[config.mk]
export PLATFORM = sky130hd
export DESIGN_NAME = cos_unit_sched_flat
export DESIGN_NICKNAME = d
export VERILOG_FILES = /design/src/rtl/cos_unit_sched_if.sv /design/src/rtl/cos_unit_sched.sv /design/src/flat_wrapper.sv
export SDC_FILE = /design/constraint.sdc
export NUM_CORES = 1
export LEC_CHECK = 0
export ABC_AREA = 1
export ABC_CLOCK_PERIOD_IN_PS = 2900
export BUFFER_PORTS_ARGS = -buffer_cell sky130_fd_sc_hd__buf_4
export CORE_MARGIN = 4
export CORE_UTILIZATION = 45
export CTS_BUF_LIST = sky130_fd_sc_hd__clkbuf_4 sky130_fd_sc_hd__clkbuf_8
export DETAILED_ROUTE_END_ITERATION = 10
export PLACE_DENSITY = 0.8
export SETUP_SLACK_MARGIN = 0.15
export SYNTH_ARGS = -nofsm -noshare
export SYNTH_HDL_FRONTEND = slang
export SYNTH_SLANG_ARGS = --single-unit
[constraint.sdc]
create_clock -name clk -period 2.9 [get_ports clk]
set_input_delay 0.29 -clock clk [delete_from_list [all_inputs] [get_ports clk]]
set_output_delay 0.29 -clock clk [all_outputs]
set_load 0.02 [all_outputs]
[src/rtl/cos_unit_sched_if.sv]
// -----------------------------------------------------------------------------
// cos_unit_sched_if
// Bundle between the expansion-branch requesters / shared cosine datapath and
// the cos_unit_sched scheduler.
//   req         : per-requester level request (requesters -> scheduler)
//   gnt         : one-hot grant pulse (scheduler -> requesters)
//   done        : one-hot result-return pulse (scheduler -> requesters)
//   result      : returned cosine value, valid while done != 0
//   pending     : per-requester outstanding-operation flag
//   sel         : 4:1 operand mux select (scheduler -> datapath)
//   unit_issue  : unit samples the mux output this cycle
//   unit_en     : unit stall enable
//   unit_result : cosine unit output (datapath -> scheduler)
// Modports: master = requester/datapath side, slave = scheduler.
// -----------------------------------------------------------------------------
interface cos_unit_sched_if #(
    parameter int W = 16
);
    logic [3:0]   req;
    logic [3:0]   gnt;
    logic [3:0]   done;
    logic [W-1:0] result;
    logic [3:0]   pending;
    logic [1:0]   sel;
    logic         unit_issue;
    logic         unit_en;
    logic [W-1:0] unit_result;

    modport master (
        output req,
        output unit_result,
        input  gnt,
        input  done,
        input  result,
        input  pending,
        input  sel,
        input  unit_issue,
        input  unit_en
    );

    modport slave (
        input  req,
        input  unit_result,
        output gnt,
        output done,
        output result,
        output pending,
        output sel,
        output unit_issue,
        output unit_en
    );
endinterface

[src/rtl/cos_unit_sched.sv]
// -----------------------------------------------------------------------------
// cos_unit_sched
// Round-robin scheduler sharing one fixed-latency cosine evaluation unit among
// four expansion-branch requesters. Each grant steers the external operand mux
// (sel) and issues the unit; the requester ID rides a LAT-deep tag pipe that
// advances in lock-step with the unit, and the unit output is handed back to
// its owner with a one-hot done pulse.
//
// Parameters
//   W   : result data width (must match the interface W)
//   LAT : unit latency from issue sample to unit_result valid (LAT >= 1)
//
// Ports
//   clk : rising-edge clock
//   rst : synchronous active-high reset
//   en  : global advance; 0 freezes scheduler, tag pipe and (via unit_en) unit
//   bus : cos_unit_sched_if.slave (req/gnt/done/result/pending, unit side)
//
// Timing (LAT=3): req sampled at edge E -> gnt/unit_issue in cycle E+1 ->
// done/result in cycle E+LAT+2. At most one outstanding op per requester.
// -----------------------------------------------------------------------------
module cos_unit_sched #(
    parameter int W   = 16,
    parameter int LAT = 3
) (
    input  logic                   clk,
    input  logic                   rst,
    input  logic                   en,
    cos_unit_sched_if.slave        bus
);

    // ------------------------------------------------------------------
    // State
    // ------------------------------------------------------------------
    logic [1:0]   ptr_q;
    logic [3:0]   pending_q;
    logic [3:0]   gnt_q;
    logic [1:0]   sel_q;
    logic         issue_q;
    logic [3:0]   done_q;
    logic [W-1:0] result_q;

    // Tag pipe: valid bits and requester IDs, one stage per unit cycle.
    logic [LAT-1:0] tag_valid_q;
    logic [1:0]     tag_id_q [LAT];

    // ------------------------------------------------------------------
    // Next-state signals
    // ------------------------------------------------------------------
    logic [3:0] eligible;
    logic       pick_valid;
    logic [1:0] pick_id;
    logic [3:0] gnt_mask;
    logic       ret_valid;
    logic [1:0] ret_id;
    logic [3:0] ret_mask;
    logic [3:0] pending_next;

    // Round-robin pick: scan ptr, ptr+1, ... and take the first eligible.
    // The scan runs from the farthest offset down so the nearest hit is the
    // one left standing.
    always_comb begin
        // NOTE: every always_comb output gets a default before any branch,
        // otherwise a path that skips an assignment infers a latch.
        eligible   = bus.req & ~pending_q;
        pick_valid = 1'b0;
        pick_id    = ptr_q;
        for (int i = 3; i >= 0; i--) begin
            logic [1:0] cand;
            cand = ptr_q + 2'(i);
            if (eligible[cand]) begin
                pick_valid = 1'b1;
                pick_id    = cand;
            end
        end
    end

    // Return path: the tail tag lines up with unit_result this cycle.
    always_comb begin
        gnt_mask     = pick_valid ? (4'b0001 << pick_id) : 4'b0000;
        ret_valid    = en & tag_valid_q[LAT-1];
        ret_id       = tag_id_q[LAT-1];
        ret_mask     = ret_valid ? (4'b0001 << ret_id) : 4'b0000;
        // A grant and a return never name the same requester, because a
        // pending requester is never eligible; both can apply at one edge.
        pending_next = (pending_q | gnt_mask) & ~ret_mask;
    end

    // ------------------------------------------------------------------
    // Scheduler registers
    // ------------------------------------------------------------------
    always_ff @(posedge clk) begin
        // NOTE: sequential state uses non-blocking assignments so every
        // register here samples pre-edge values regardless of statement order.
        if (rst) begin
            ptr_q     <= 2'd0;
            pending_q <= 4'b0000;
            gnt_q     <= 4'b0000;
            sel_q     <= 2'd0;
            issue_q   <= 1'b0;
            done_q    <= 4'b0000;
            result_q  <= '0;
        end else if (en) begin
            gnt_q     <= gnt_mask;
            issue_q   <= pick_valid;
            pending_q <= pending_next;
            if (pick_valid) begin
                sel_q <= pick_id;
                ptr_q <= pick_id + 2'd1;
            end
            done_q <= ret_mask;
            if (ret_valid) begin
                result_q <= bus.unit_result;
            end
        end else begin
            // Frozen: pulses drop, everything else holds. issue_q and sel_q
            // hold so an issue the stalled unit has not yet sampled is still
            // presented (and captured by the tag pipe) on resume.
            gnt_q  <= 4'b0000;
            done_q <= 4'b0000;
        end
    end

    // ------------------------------------------------------------------
    // Tag pipe
    // ------------------------------------------------------------------
    always_ff @(posedge clk) begin
        if (rst) begin
            tag_valid_q <= '0;
        end else if (en) begin
            tag_valid_q[0] <= issue_q;
            for (int i = 1; i < LAT; i++) begin
                tag_valid_q[i] <= tag_valid_q[i-1];
            end
        end
    end

    // NOTE: the ID stages carry no reset; they are only consumed when the
    // matching valid bit is set, and that bit is cleared by reset.
    always_ff @(posedge clk) begin
        if (en) begin
            tag_id_q[0] <= sel_q;
            for (int i = 1; i < LAT; i++) begin
                tag_id_q[i] <= tag_id_q[i-1];
            end
        end
    end

    // ------------------------------------------------------------------
    // Outputs
    // ------------------------------------------------------------------
    assign bus.gnt        = gnt_q;
    assign bus.sel        = sel_q;
    assign bus.unit_issue = issue_q;
    assign bus.unit_en    = en;
    assign bus.done       = done_q;
    assign bus.result     = result_q;
    assign bus.pending    = pending_q;

endmodule
[src/flat_wrapper.sv]
// flat-port wrapper written by rule: the top's interface ports become plain ports
module cos_unit_sched_flat 
#(
    parameter int W   = 16,
    parameter int LAT = 3
)
  (clk, rst, en, bus_req, bus_unit_result, bus_gnt, bus_done, bus_result, bus_pending, bus_sel, bus_unit_issue, bus_unit_en);
  cos_unit_sched_if #(.W(W)) bus_i ();
  input  logic clk;
  input  logic rst;
  input  logic en;
  input wire logic [$bits(bus_i.req)-1:0] bus_req;
  input wire logic [$bits(bus_i.unit_result)-1:0] bus_unit_result;
  output wire logic [$bits(bus_i.gnt)-1:0] bus_gnt;
  output wire logic [$bits(bus_i.done)-1:0] bus_done;
  output wire logic [$bits(bus_i.result)-1:0] bus_result;
  output wire logic [$bits(bus_i.pending)-1:0] bus_pending;
  output wire logic [$bits(bus_i.sel)-1:0] bus_sel;
  output wire logic [$bits(bus_i.unit_issue)-1:0] bus_unit_issue;
  output wire logic [$bits(bus_i.unit_en)-1:0] bus_unit_en;
  assign bus_i.req = bus_req;
  assign bus_i.unit_result = bus_unit_result;
  assign bus_gnt = bus_i.gnt;
  assign bus_done = bus_i.done;
  assign bus_result = bus_i.result;
  assign bus_pending = bus_i.pending;
  assign bus_sel = bus_i.sel;
  assign bus_unit_issue = bus_i.unit_issue;
  assign bus_unit_en = bus_i.unit_en;
  cos_unit_sched #(.W(W), .LAT(LAT)) u_core (.clk(clk), .rst(rst), .en(en), .bus(bus_i));
endmodule
# Word-level counts from Yosys, hierarchy flattened
# Memories as Yosys holds them, arrays and structs flattened.
# Index checks and enable logic that the tools add are counted.
[classes]
add_sub_neg = 4
magnitude_cmp = 4
shifts = 2
n_mux = 20
n_bitwise = 7
reduce_logical = 3
[op_table]
columns = ["cell", "count"]
rows = [
  ["$lt 2x3->1 const B", 4],
  ["$mux 1", 10],
  ["$and 4x4->4", 2],
  ["$bmux 1 s2", 4],
  ["$mux 2", 4],
  ["$mux 4", 2],
  ["$not 4->4", 2],
  ["$shl 1x2->4 const A", 2],
  ["$add 2x1->2 const B", 2],
  ["$add 2x2->2 const B", 2],
  ["$or 4x4->4", 1],
  ["$reduce_and 2->1", 2],
  ["$reduce_or 2->1", 1],
  ["$and 1x1->1", 1],
  ["$not 1->1", 1],
]
[word_totals]
ff_bits = 36
mem_bits_rw = 6
wordCells = 49
mem_count = 1
[mem_list]
columns = ["name", "depth", "width", "read_ports", "rd_clocked_by_memory_dff", "write_ports", "line", "rtl"]
rows = [
  ["u_core.tag_id_q", 3, 2, 3, 0, 3, "cos_unit_sched.sv:45", "logic [1:0] tag_id_q [LAT];"],
]

# Depth between registers and ports, before layout
[depth]
depth_word = 12
ltp_mapped = 15

# Least setup slack after synthesis
# No wires, ideal clock.
[synth_timing]
kind = "reg-to-reg"
from = "register u_core.pending_q[1], in the netlist u_core.bus.pending[1]"
to = "register u_core.ptr_q[1]"
setup_ps = 110
arrival_time_ps = 1336
t_required_ps = 2790
setup_slack_ps = 1454
path_stages_with_launch = 14
path_buffers = 0
synth_period_minus_slack_ps = 1446
path_cell_list = "dfxtp_1 > inv_1 > nand3_1 > nand2_2 > nand2_2 > nand2_2 > inv_4 > nand2_1 > nand3_2 > nand2_1 > nand2_2 > nand2_2 > nand2_1 > nor2_2"
[synth_via]
elab_chain_cells = 9
[synth_lines]
columns = ["item", "line", "rtl"]
rows = [
  ["from (decl)", "cos_unit_sched.sv:36", "logic [3:0] pending_q;"],
  ["from (signal assigned)", "cos_unit_sched.sv:106", "pending_q <= pending_next;"],
  ["$not 4->4 (*)", "cos_unit_sched.sv:65", "eligible = bus.req & ~pending_q;"],
  ["$and 4x4->4 (*)", "cos_unit_sched.sv:65", ""],
  ["$bmux 1 s2", "cos_unit_sched.sv:71", "if (eligible[cand]) begin"],
  ["$mux 1 (not written as such)", "cos_unit_sched.sv:71", ""],
  ["$mux 2 / $mux 1 (equally long branches) (4 in a row)", "cos_unit_sched.sv:71", ""],
  ["$add 2x1->2 / $reduce_and 2->1 (equally long branches)", "-", ""],
  ["to (signal assigned)", "cos_unit_sched.sv:109", "ptr_q <= pick_id + 2'd1;"],
  ["to (decl)", "cos_unit_sched.sv:35", "logic [1:0] ptr_q;"],
]
# Every way passes the cells marked *; elsewhere a longest branch is shown, timed or not. The select of a mux whose other input is x is not followed.
# A chain may end at the register's enable or synchronous reset.

# Worst setup path in the final report
[layout_timing]
from = "register u_core.ptr_q[0]"
to = "register u_core.ptr_q[1]"
[layout_via]
elab_chain_cells = 8
[layout_lines]
columns = ["item", "line", "rtl"]
rows = [
  ["$add 2x2->2", "cos_unit_sched.sv:70", "cand = ptr_q + 2'(i);"],
  ["$bmux 1 s2", "cos_unit_sched.sv:71", ""],
  ["$mux 1 (not written as such)", "cos_unit_sched.sv:71", ""],
  ["$mux 2 / $mux 1 (equally long branches) (4 in a row)", "cos_unit_sched.sv:71", ""],
  ["$add 2x1->2 / $reduce_and 2->1 (equally long branches)", "-", ""],
]
# Parallel ways exist; a longest one is shown, timed or not. The select of a mux whose other input is x is not followed.

==> flow_summary.ini <==
[pwr]
p_int_w = 0.001209
finalPower_w = 0.002088
p_comb_share_pct = 45.3
max-vdd-ir-drop_uv = 473.5
p_sw_w = 0.0008787
p_sw_share_pct = 42.08
p_leak_nw = 1.062
powerDensity_nw_per_um2 = 923.5
pwr-share-seq_pct = 37.1
p_clk_share_pct = 17.6

[routing]
wl_met1_mm = 1.588
vias = 1493
drtIter0Drc = 69
wire_per_inst_um = 11.44
routed-wl-met2_mm = 1.789
routed_via_density = 4.695
route.detailed.drc = 0
ant_nets = 0
dr.pass1.iters = 4
finalWirelength_mm = 3.639
highest_layer = met4
wl_met3_um = 208

[die]
core_area_um2 = 3716
die_width_um = 70.35
die_area_um2 = 4948
fp.dieH_um = 70.35
num_rows = 22
initial_core_util_pct = 47.07
io-pin-count = 55

[timing]
rsz0062_at_grt = no
drv_slew = 0
fin_crit_sh_pct = 59.03
fin_tns_setup_ns = 0
setup_violations = 0
period_minus_slack_ns = 1.712
slew_headroom_pct = 60.22
worst_pin_slew_ns = 0.5961
hold_ws_ns = 0.2503
clock.fmax_ghz = 0.5841
clock_skew_ns = 0.007206
hold_viol = 0

[logic_synthesis]
synth_largest_area_cell = dfxtp_1
synthTopCellsByArea = dfxtp_1 41%, edfxtp_1 10%, nor2_1 10%
ys_ff_latch = 42
syn-cell-area_um2 = 1749
synthDistinctLibCells = 24
synth_top_cell_area_share_pct = 41.20
yosysWarnings = 0
synthesis.nets = 239
synth_cells = 216
yosysSeqAreaShare_pct = 51.50
syn_avg_cell_area_um2 = 8.098

[global_route]
grtUsageTotal_pct = 15.67
antenna_found_initial = 0
grt_pass1_wl_mm = 6.306
grt_overflow_total = 0
grt_pass1_vias = 1419
grt_max_degree = 26

[clock_tree]
htree_levels = 2
clockRootBuffer = clkbuf_8
cts_tree = done
clk_latency_ns = 0.29
post_cts_buffers = 0
path_clk_slew_ns = 0.08
clock_path_buffers = 2
cts_hold_buf = 0
cts.repair.resized = 0
cts_sinks = 42
cts_inserted_buffers = 5

[placed_design]
gp_congestion = 0.8942
io_buffers = 54
post-dp-hpwl_mm = 2.876
place_area_um2 = 2172

[flow_run]
drv_cap = 0

[setup_path]
cp_max_fo = 8
path_delay_family = simple AND/OR/NAND/NOR gates
critPathMaxStageDelay_ns = 0.60
slowest_stage = dfxtp_1
crit_arrival_ns = 1.90
crit_path_start_kind = register
path_buf_inv = 2
cpMostUsedCell = nand2_2
cp.required_ns = 3.09
end_kind = register
critPathKind = register to register
cp_cell_sequence = nand3_1, nand2_2, nand2_2, nand2_2, inv_4, nand3_4, nand2_4, nor2_4, nand2_2, inv_1, nor2_2

[final_layout]
syn_to_final_growth_pct = 29.26
nets = 292
fillCellCount = 349
diodes = 0
final_area_um2 = 2261
drive_above_1_share_pct = 34.44

[status]
outcome = complete, no violations

[worst_hold_path]
worst_hold_path_type = input port to register
## final timing paths
kind | endpoint | startpoint | depth (start not counted) | slack (ns)
max | u_core.ptr_q[1] | u_core.ptr_q[0] | 11 | 1.19
max reg2reg | u_core.ptr_q[1] | u_core.ptr_q[0] | 11 | 1.19
min reg2reg | u_core.tag_id_q[0][4] | u_core.tag_id_q[0][2] | 0 | 0.42
min | u_core.bus.result[6] | bus_unit_result[6] | 3 | 0.25
## power groups by stage
stage          Clock [W]  Sequential [W]  Combinational [W]
2_1_floorplan          0        0.000841           0.000655
3_3_place_gp           0        0.000783           0.000941
3_5_place_dp           0        0.000786           0.000946
4_1_cts         0.000374        0.000774           0.000951
5_1_grt         0.000404        0.000789            0.00105
6_report        0.000368        0.000774           0.000947
## tightest hold or removal path, stage by stage
cell and delay, ns:
buf_4 0.07, o21ai_0 0.07, nor2_1 0.08
## placed cells by master (no fill, tap or decap), types with 2 or more instances in the layout
cell / n
a21oi_1: 3
a21oi_2: 5
buf_4: 54
clkbuf_8: 5
dfxtp_1: 36
edfxtp_1: 6
inv_1: 14
inv_2: 2
inv_4: 2
nand2_1: 33
nand2_2: 14
nand2_4: 2
nand3_1: 17
nor2_1: 48
o21ai_0: 20
## stage by stage
stage / utilization, % / instances / setup WS (ns)
floorplan: - / 216 / 1.454
global placement: 58.45 / 310 / 1.183
detailed placement: 58.45 / 310 / 1.171
CTS: 60.84 / 318 / 1.192
global route: 60.84 / 318 / 0.9797
finish: 60.84 / 318 / 1.188
## state kept, by name (all words and copies together), names as in the netlist
name                   flops
u_core.bus.result         16
u_core.tag_id_q            6
u_core.bus.done            4
u_core.bus.gnt             4
u_core.bus.pending         4
u_core.tag_valid_q         3
u_core.bus.sel             2
u_core.ptr_q               2
u_core.bus.unit_issue      1
## cell type report
cell class | instances | area (µm²) | area share, %
Sequential cell | 42 | 900.9 | 39.85
Inverter | 18 | 77.57 | 3.431
Tap cell | 48 | 60.06 | 2.656
Timing Repair Buffer | 54 | 405.4 | 17.93
Multi-Input combinational cell | 148 | 728.2 | 32.21
Clock buffer | 5 | 68.82 | 3.044
Clock inverter | 3 | 20.02 | 0.8854
## cell families after synthesis
kind of cell,synth area share [%]
buffers and inverters,6.867
AOI/OAI and AO/OA,10.52
DFF,51.50
and+or+nand+nor,31.12
## cell usage after synthesis
library cell,instances
inv_4,1
nor2_4,1
inv_1,14
buf_4,1
o21ai_0,20
buf_6,1
nor2_1,48
buf_2,1
nand3_2,1
a21oi_2,5
inv_8,1
nand2_2,14
inv_2,2
nand3_1,17
nand3_4,1
a21oi_1,3
nor2_2,1
clkbuf_1,5
nand2_1,33
nand2_4,2
o21ai_2,1
a21oi_4,1
edfxtp_1,6
dfxtp_1,36
## metal layers
metal  GRT usage [%]  vias to the layer above
li1                -                      790
met4           5.106                        0
met3           3.885                        5
met2           26.72                       46
met5               0                        -
met1           19.15                      652
Power figures use the tool's default switching activity.
